File: config.mk
export PLATFORM = sky130hd
export DESIGN_NAME = alu_pipe
export DESIGN_NICKNAME = d
export VERILOG_FILES = /design/src/rtl/alu_pkg.sv /design/src/rtl/alu_mul_iter.sv /design/src/rtl/alu_pipe.sv
export SDC_FILE = /design/constraint.sdc
export NUM_CORES = 1
export LEC_CHECK = 0
export BUFFER_PORTS_ARGS = -buffer_cell sky130_fd_sc_hd__buf_2
export CAP_MARGIN = 30
export CELL_PAD_IN_SITES_DETAIL_PLACEMENT = 1
export CELL_PAD_IN_SITES_GLOBAL_PLACEMENT = 1
export CORE_MARGIN = 5
export CORE_UTILIZATION = 25
export CTS_CLUSTER_SIZE = 16
export DETAILED_ROUTE_END_ITERATION = 8
export PLACE_DENSITY = 0.49
export REMOVE_ABC_BUFFERS = 1
export SLEW_MARGIN = 20
export SYNTH_ARGS = -nofsm -noshare
export SYNTH_HDL_FRONTEND = slang
export SYNTH_SLANG_ARGS = --single-unit
File: constraint.sdc
create_clock -name clk -period 3.8 [get_ports clk]
set_clock_uncertainty 0.1 [all_clocks]
set_input_delay 1.14 -clock clk [delete_from_list [all_inputs] [get_ports clk]]
set_output_delay 1.14 -clock clk [all_outputs]
set_load 0.05 [all_outputs]
File: src/rtl/alu_pkg.sv
// Shared opcode encodings, FSM state type and shift-amount width helper
// for the pipelined ALU and its iterative multiplier.
package alu_pkg;

  localparam logic [2:0] OP_ADD  = 3'b000;
  localparam logic [2:0] OP_SUB  = 3'b001;
  localparam logic [2:0] OP_MUL  = 3'b010;
  localparam logic [2:0] OP_SHL  = 3'b011;
  localparam logic [2:0] OP_AND  = 3'b100;
  localparam logic [2:0] OP_XOR  = 3'b101;
  localparam logic [2:0] OP_OR   = 3'b110;
  localparam logic [2:0] OP_PASS = 3'b111;

  typedef enum logic [1:0] {
    ST_IDLE = 2'd0,
    ST_BUSY = 2'd1,
    ST_HOLD = 2'd2
  } state_t;

  // Number of low operand-B bits used as the shift amount.
  function automatic int alu_shw(input int width);
    return (width <= 2) ? 1 : $clog2(width);
  endfunction

endpackage

File: src/rtl/alu_mul_iter.sv
// Shift-add multiplier: one partial product per cycle over WIDTH cycles.
// o_done/o_prod are valid combinationally in the final iteration cycle.
module alu_mul_iter
  import alu_pkg::*;
#(
  parameter int WIDTH = 8
) (
  input  logic               clk,
  input  logic               rst,
  input  logic               i_start,
  input  logic [WIDTH-1:0]   i_a,
  input  logic [WIDTH-1:0]   i_b,
  output logic               o_done,
  output logic [2*WIDTH-1:0] o_prod
);

  localparam int CW = $clog2(WIDTH + 1);

  logic [2*WIDTH-1:0] r_mcand;
  logic [2*WIDTH-1:0] r_mplier;
  logic [2*WIDTH-1:0] r_acc;
  logic [CW-1:0]      r_cnt;

  logic [2*WIDTH-1:0] w_acc_next;
  logic               w_busy;

  assign w_busy     = (r_cnt != '0);
  assign w_acc_next = r_mplier[0] ? (r_acc + r_mcand) : r_acc;

  // The last iteration's sum is handed out directly so the caller can
  // register it on the same edge the counter reaches zero.
  assign o_done = (r_cnt == CW'(1));
  assign o_prod = w_acc_next;

  always_ff @(posedge clk) begin
    if (rst) begin
      r_mcand  <= '0;
      r_mplier <= '0;
      r_acc    <= '0;
      r_cnt    <= '0;
    end else if (i_start) begin
      r_mcand  <= {{WIDTH{1'b0}}, i_a};
      r_mplier <= {{WIDTH{1'b0}}, i_b};
      r_acc    <= '0;
      r_cnt    <= CW'(WIDTH);
    end else if (w_busy) begin
      r_acc    <= w_acc_next;
      r_mcand  <= r_mcand << 1;
      r_mplier <= r_mplier >> 1;
      r_cnt    <= r_cnt - CW'(1);
    end
  end

endmodule

File: src/rtl/alu_pipe.sv
// Registered ALU with valid/ready on both sides; single-cycle ops finish
// in one cycle, MUL optionally iterates through alu_mul_iter.
module alu_pipe
  import alu_pkg::*;
#(
  parameter int WIDTH  = 8,
  parameter int MUL_EN = 1
) (
  input  logic             clk,
  input  logic             rst,
  input  logic             in_valid,
  output logic             in_ready,
  input  logic [WIDTH-1:0] alu_in_a,
  input  logic [WIDTH-1:0] alu_in_b,
  input  logic [2:0]       opcode,
  output logic             out_valid,
  input  logic             out_ready,
  output logic [WIDTH-1:0] alu_out,
  output logic             carry,
  output logic             overflow,
  output logic             out_zero,
  output logic             out_equal
);

  localparam int SHW = alu_shw(WIDTH);
  localparam int MSB = WIDTH - 1;

  state_t r_state;
  state_t w_state_next;

  logic [WIDTH-1:0] r_alu_out;
  logic             r_carry;
  logic             r_overflow;
  logic             r_zero;
  logic             r_equal;
  logic             r_eq_pend;

  logic             w_accept;
  logic             w_is_mul_iter;
  logic             w_mul_done;
  logic [2*WIDTH-1:0] w_mul_prod;

  logic [WIDTH:0]   w_sum;
  logic [WIDTH:0]   w_diff;
  logic [WIDTH:0]   w_shl;
  logic [SHW-1:0]   w_sh;
  logic [WIDTH-1:0] w_res;
  logic             w_carry;
  logic             w_ovf;

  assign in_ready      = (r_state == ST_IDLE) || ((r_state == ST_HOLD) && out_ready);
  assign out_valid     = (r_state == ST_HOLD);
  assign w_accept      = in_valid && in_ready;
  assign w_is_mul_iter = (opcode == OP_MUL) && (MUL_EN != 0);

  assign alu_out   = r_alu_out;
  assign carry     = r_carry;
  assign overflow  = r_overflow;
  assign out_zero  = r_zero;
  assign out_equal = r_equal;

  generate
    if (MUL_EN != 0) begin : g_mul
      alu_mul_iter #(.WIDTH(WIDTH)) u_mul (
        .clk     (clk),
        .rst     (rst),
        .i_start (w_accept && w_is_mul_iter),
        .i_a     (alu_in_a),
        .i_b     (alu_in_b),
        .o_done  (w_mul_done),
        .o_prod  (w_mul_prod)
      );
    end else begin : g_no_mul
      assign w_mul_done = 1'b0;
      assign w_mul_prod = '0;
    end
  endgenerate

  assign w_sh   = alu_in_b[SHW-1:0];
  assign w_sum  = {1'b0, alu_in_a} + {1'b0, alu_in_b};
  assign w_diff = {1'b0, alu_in_a} - {1'b0, alu_in_b};
  // The extra top bit catches the last bit shifted out (0 for a zero shift).
  assign w_shl  = {1'b0, alu_in_a} << w_sh;

  always_comb begin
    w_res   = '0;
    w_carry = 1'b0;
    w_ovf   = 1'b0;
    case (opcode)
      OP_ADD: begin
        w_res   = w_sum[WIDTH-1:0];
        w_carry = w_sum[WIDTH];
        w_ovf   = (alu_in_a[MSB] == alu_in_b[MSB]) && (w_sum[MSB] != alu_in_a[MSB]);
      end
      OP_SUB: begin
        w_res   = w_diff[WIDTH-1:0];
        w_carry = w_diff[WIDTH];
        w_ovf   = (alu_in_a[MSB] != alu_in_b[MSB]) && (w_diff[MSB] != alu_in_a[MSB]);
      end
      OP_MUL: begin
        w_res   = '0;
        w_carry = 1'b0;
      end
      OP_SHL: begin
        w_res   = w_shl[WIDTH-1:0];
        w_carry = w_shl[WIDTH];
      end
      OP_AND:  w_res = alu_in_a & alu_in_b;
      OP_XOR:  w_res = alu_in_a ^ alu_in_b;
      OP_OR:   w_res = alu_in_a | alu_in_b;
      OP_PASS: w_res = alu_in_b;
      default: w_res = '0;
    endcase
  end

  always_comb begin
    w_state_next = r_state;
    case (r_state)
      ST_IDLE, ST_HOLD: begin
        if (w_accept) begin
          w_state_next = w_is_mul_iter ? ST_BUSY : ST_HOLD;
        end else if ((r_state == ST_HOLD) && out_ready) begin
          w_state_next = ST_IDLE;
        end
      end
      ST_BUSY: begin
        if (w_mul_done) begin
          w_state_next = ST_HOLD;
        end
      end
      default: w_state_next = ST_IDLE;
    endcase
  end

  always_ff @(posedge clk) begin
    if (rst) begin
      r_state <= ST_IDLE;
    end else begin
      r_state <= w_state_next;
    end
  end

  always_ff @(posedge clk) begin
    if (rst) begin
      r_alu_out  <= '0;
      r_carry    <= 1'b0;
      r_overflow <= 1'b0;
      r_zero     <= 1'b0;
      r_equal    <= 1'b0;
      r_eq_pend  <= 1'b0;
    end else begin
      if (w_accept && !w_is_mul_iter) begin
        r_alu_out  <= w_res;
        r_carry    <= w_carry;
        r_overflow <= w_ovf;
        r_zero     <= (w_res == '0);
        r_equal    <= (alu_in_a == alu_in_b);
      end else if ((r_state == ST_BUSY) && w_mul_done) begin
        r_alu_out  <= w_mul_prod[WIDTH-1:0];
        r_carry    <= |w_mul_prod[2*WIDTH-1:WIDTH];
        r_overflow <= 1'b0;
        r_zero     <= (w_mul_prod[WIDTH-1:0] == '0);
        r_equal    <= r_eq_pend;
      end
      // Operand equality must survive the multiply, since inputs may change.
      if (w_accept) begin
        r_eq_pend <= (alu_in_a == alu_in_b);
      end
    end
  end

endmodule

======== Word-level counts from Yosys, hierarchy flattened ========
Index checks and enable logic that the tools add are counted.
word-level totals
  bits in registers ....................... 59
  input bits .............................. 23
  output and inout port bits .............. 14
  word-level logic and storage cells ...... 83
operators by class
  add/subtract/negate cells ............... 4
  eq/ne operators ......................... 17
  shifts and indexed selects .............. 1
  muxes and demuxes ....................... 25
  bitwise gates (word level) .............. 3
  reductions and logical operators ........ 20
operators by type and width
  operator                                             count
  one-hot mux 8 bit (8 select lines)                   1
  two-way mux 8 bit                                    6
  adder 16 bit                                         1
  zero test 8 bit                                      2
  two-way mux 16 bit                                   1
  equality test 3 bit, second input constant           4
  adder 8 x 8 -> 9 bit                                 1
  left shift 8 x 3 -> 9 bit                            1
  subtractor 8 x 8 -> 9 bit                            1
  AND 8 bit                                            1
  equality test 8 bit                                  1
  two-way mux 1 bit                                    8
  two-way mux 2 bit                                    4
  two-way mux 4 bit                                    2
  OR 8 bit                                             1
  OR reduction 8 bit                                   1
  XOR 8 bit                                            1
  logical AND 1 bit                                    7
  equality test 3 x 2 -> 1 bit, second input constant  2
  equality test 4 x 1 -> 1 bit, second input constant  1
  one-hot mux 2 bit (2 select lines)                   1
  nonzero test 2 bit                                   2
  nonzero test 4 bit                                   1
  OR reduction 2 bit                                   2
  15 further kinds                                     17

======== Depth between registers and ports, before layout ========
  depth in word-level cells ............... 6
  gate-level depth with buffers ........... 11
  mapped depth without buffers ............ 11

======== Cells and area by module ========
Synthesis repeated with hierarchy kept, for this count alone.
unflattened totals
  cell total of the unflattened synthesis .. 701
  area total of the unflattened synthesis .. 5,322.6 sq um
by module, submodules not included
  module        instances  cells each  area each (sq um)  sequential area each (sq um)
  alu_mul_iter  1          397         3,016.6            880.8
  alu_pipe      1          304         2,306.0            300.3

======== Least setup slack after synthesis ========
No wires, ideal clock.
  path kind ............................... input port to flip-flop
  from .................................... input out_ready
  to ...................................... register r_zero, in the netlist out_zero
  setup time .............................. 0.060 ns
  arrival ................................. 3.407 ns
  required time ........................... 3.640 ns
  slack ................................... 0.233 ns
  stages .................................. 8
  buffers on the path ..................... 0
  cells stage by stage .................... inv_1 > a21oi_1 > o211ai_1 > a2111oi_0 > o211ai_1 > a21oi_1 > and4_1 > o31a_1
on the way
  word-level cells in the longest chain between the ends .. 5
  elaborated cells on any way between the ends .. 6
  classes of those cells .................. mux: 1; reduce/logical: 5
RTL lines
  what                                                     line             text
  from (decl)                                              alu_pipe.sv:17   input logic out_ready,
  logical AND 1 bit *                                      alu_pipe.sv:51   assign in_ready = (r_state == ST_IDLE) || ((r_state == ST_HOLD) && out_ready);
  logical OR 1 bit *                                       alu_pipe.sv:51
  net in_ready                                             alu_pipe.sv:12   output logic in_ready,
  logical AND 1 bit *                                      alu_pipe.sv:53   assign w_accept = in_valid && in_ready;
  logical AND 1 bit *                                      alu_pipe.sv:152  if (w_accept && !w_is_mul_iter) begin
  two-way mux 1 bit or nonzero test 2 bit (tied branches)  --
  to (signal assigned)                                     alu_pipe.sv:156  r_zero <= (w_res == '0);
  to (signal assigned)                                     alu_pipe.sv:162  r_zero <= (w_mul_prod[WIDTH-1:0] == '0);
  to (decl)                                                alu_pipe.sv:34   logic r_zero;
Mark *: on every way through the listed nets, which the timed path passes. The rest lies on a longest branch.
A chain may end at the register's enable or synchronous reset.

======== Worst setup path in the final report ========
  from .................................... input alu_in_a[0]
  to ...................................... register r_carry, in the netlist carry
on the way
  word-level cells in the longest chain between the ends .. 3
  elaborated cells on any way between the ends .. 5
  classes of those cells .................. add/sub: 2; shift: 1; mux: 2
RTL lines
  what                                                     line             text
  from (decl)                                              alu_pipe.sv:13   input logic [WIDTH-1:0] alu_in_a,
  subtractor 8 x 8 -> 9 bit, or another cell as far along  alu_pipe.sv:81   assign w_diff = {1'b0, alu_in_a} - {1'b0, alu_in_b};
  one-hot mux 1 bit (3 select lines) *                     alu_pipe.sv:89   case (opcode)
  two-way mux 1 bit *                                      alu_pipe.sv:152
  to (signal assigned)                                     alu_pipe.sv:154  r_carry <= w_carry;
  to (signal assigned)                                     alu_pipe.sv:160  r_carry <= |w_mul_prod[2*WIDTH-1:WIDTH];
  to (decl)                                                alu_pipe.sv:32   logic r_carry;
Mark *: on every way between the ends. The rest lies on a longest branch, timed or not.

==> results.md <==
- Status: complete, no violations
- Final setup violation count: 0
- Design area: just under 6000 um2
- Clk network pwr share: around a third
- Num Clock Sinks: between 50 and 60
- CTS Root Cell: clkbuf_16
- Die X: about 150 um
- Most frequent cells in the layout: nand2_1 (85), nor2_1 (80), dfxtp_1 (59)
- Post-CTS resize count: 0
- Top FF cell, synth: dfxtp_1
- CP delay by family, top: compound AO/OA/AOI/OAI gates
- Int Pwr: between 1.5 and 2 mW
- Seq/Total Area, Yosys: between 20% and 30%
- Antenna violations before repair: 0
- Rel. slew slack: between 50% and 60%
- Number of global-route vias before repair: 5225
- Switching part of the total: 39.0%
- Layout cell share with drive strength beyond 1: between 10% and 20%
- Fill cell count: ~2400
- H-tree depth: 3
- Post-layout nets: approximately 770
- Worst Tran Pin Value: ~0.7 ns
- 1st-iter DRT viols: 304
- TritonCTS clock tree: built
- Synth Register Bits: 59
- Critical path, cell by cell: buf_2, inv_1, ha_1, fa_1, nor3_1, o31ai_1, nand3b_1, o21ai_0, o21ai_0, buf_4, o2111ai_1, a211oi_1, a31oi_1
- Via count: 5002
- MaxCap Viol Count: 0
- Crit path DAT: between 3 and 4 ns
- Syn Area/Cell: between 7 and 8 um2
- Critical Path Sink Type: flop
- Slowest cell on crit path: fa_1
- Achievable clock frequency: approximately 280 MHz
- Longest Clk Path Bufs: 2
- Gpl congestion: 0.896
- Placed Area: between 5000 and 6000 um2
- Synth warn: 0
- Synth area leaders: dfxtp_1 (24%), ha_1 (11%), nand2_1 (6.5%)
- Final period utilization: slightly above 90%
- Routed len/inst: 19.2 um
- CP most frequent cell: o21ai_0
- Count of final hold-check violations: 0
- Die Footprint: around 23000 um2
- Drt drc: 0
- Drt first pass iters: 4
- Largest net degree at the start of global routing: 33
- Final antenna-violating net count: 0
- Reg power frac: between 20 and 30%
- Worst skew pair latency: ~0.34 ns
- Peak VDD IR: around 0.00025 V
- Synthesis-to-layout area growth: 20.7%
- Gate count of the mapped netlist: 649
- Core area: slightly below 20000 um2
- DP HPWL: 14600 um
- Synth top area share: between 20% and 30%
- Initial Util: between 20% and 30%
- Area leader, netlist: dfxtp_1
- Total power: between 2 and 3 mW
- Storage cell area: between 1000 and 1500 um2
- Hold_buf cts: 0
- Postcts setup bufs: 0
- Worst setup SP type: input port
- Multi-input gate area: around 3500 um2
- FP Rows: between 50 and 60
- Required @ worst endpoint: 3.91 ns
- Die Y: between 150 and 200 um
- EDFF count, synth: 0
- Mapped Area: 4900 um2
- RSZ-0062 raised after global routing: false
- Max incr delay on CP: around 0.42 ns
- Hold WC Path Type: reg -> reg
- CTS clock-pin slew for the worst setup and hold paths: roughly 0.050 ns
- GRT overflow: 0
- Leakage dissipation: 2.44 nW
- Slew Viols, Final: 0
- Combinational Power Share: about 39%
- Post-DR vias/cell: 5.15
- Reg2reg setup slack: approximately 1.1 ns
- TritonCTS Buffers: 9
- CP bufs+invs: 3
- Yosys cell types: 72
- Ant diodes: 0
- PortBufs: 36
- Crit Path Max Fanout: 6
- Asr flop ratio synth: 0%
- Global-route wire length before repair: slightly below 30000 um
- Overall Global Routing Usage: approximately 17%
- Worst setup path class: in -> reg
- P_sw: a little over 1 mW
- # IOs: 37
- Minimum clock period: ~3.5 ns
- Commonest non-fill, non-tap cell in the layout: nand2_1
- Pwr dens: roughly 440 nW/um2
- Total Routed Length: approximately 19000 um
through the flow:
stage                     cells  setup slack [ns]  utilization (%)  setup TNS [ns]  hold slack [ns]
after floorplan             614             0.159                -               0            0.342
after global placement      958           -0.0997             29.0         -0.0997            0.358
after detailed placement    958           -0.0967             29.0         -0.0967            0.367
after CTS                   972             0.239             30.5               0            0.374
after global routing        972           0.00896             30.5               0            0.392
final                       972             0.277             30.5               0            0.371
power by group through the flow:
stage | sequential (mW) | clock (mW) | combinational [mW]
global placement | 0.749 | 0 | 1.01
global route | 0.748 | 0.898 | 1.13
finish | 0.740 | 0.848 | 1.02
detailed placement | 0.751 | 0 | 1.03
floorplan | 0.781 | 0 | 0.589
CTS | 0.740 | 0.867 | 1.03
final timing paths:
path,start,endpoint,cells after the start
worst max-delay path,alu_in_a[0],carry$_SDFFE_PP0P_,13
worst max register to register,g_mul.u_mul.r_acc[1]$_SDFFE_PP0P_,g_mul.u_mul.r_acc[15]$_SDFFE_PP0P_,9
worst min register to register,g_mul.u_mul.r_mplier[7]$_SDFFE_PP0P_,g_mul.u_mul.r_mplier[7]$_SDFFE_PP0P_,2
worst min-delay path,g_mul.u_mul.r_mplier[7]$_SDFFE_PP0P_,g_mul.u_mul.r_mplier[7]$_SDFFE_PP0P_,2
kinds of logic after synthesis:
family                   after synthesis  synth area share (%)
adder cells (fa/ha/maj)               46                  12.2
flip-flops                            59                  24.1
AND/OR/NAND/NOR                      257                  24.3
multiplexers                          19                  4.90
AO/OA/AOI/OAI                        182                  25.8
buffers and inverters                 67                  5.38
XOR/XNOR                              19                  3.39
sequential cells by signal, summed over array words and instances (netlist names):
name / count
g_mul.u_mul.r_mcand: 16
g_mul.u_mul.r_acc: 16
alu_out: 8
carry: 1
overflow: 1
out_equal: 1
r_state: 2
g_mul.u_mul.r_mplier: 8
out_zero: 1
r_eq_pend: 1
g_mul.u_mul.r_cnt: 4
cells in the mapped netlist, drive strengths merged, types with 5 or more instances:
master / count
nand2b: 6
dfxtp: 59
clkbuf: 23
xnor2: 14
a21oi: 52
a311oi: 14
o21bai: 6
inv: 30
nor3: 22
a211oi: 15
nor2b: 7
mux2i: 15
buf: 12
o22ai: 5
nand2: 85
a31oi: 5
a21o: 5
nor2: 80
xor2: 5
ha: 43
nand3: 18
o21ai: 31
per-layer routing:
| layer | part of all wire, % | vias to the layer above | track usage [%] |
|---|---|---|---|
| met3 | 3.0 | 13 | 3.15 |
| met5 | 0 | - | 0 |
| met2 | 44 | 80 | 25.9 |
| met1 | 52 | 2453 | 25.1 |
| met4 | 1.1 | 0 | 3.52 |
| li1 | - | 2456 | - |
worst register-to-register path: cells and delay by family, from the launching register on:
family                     cells  cell delay, ns
adders and majority gates      1            0.29
DFF                            1            0.43
xor gates and xnor gates       1            0.14
AOI/OAI and AO/OA              5            1.43
and+or+nand+nor                2            0.21
layout make-up:
type / instances / share of cell area (%)
clock buffer: 12 / 4.50
inverter: 32 / 2.03
clock inverter: 2 / 0.592
timing repair buffer: 79 / 8.92
multi-input combinational: 523 / 58.4
sequential: 59 / 19.9
tap: 265 / 5.60
Power figures use the tool's default switching activity.
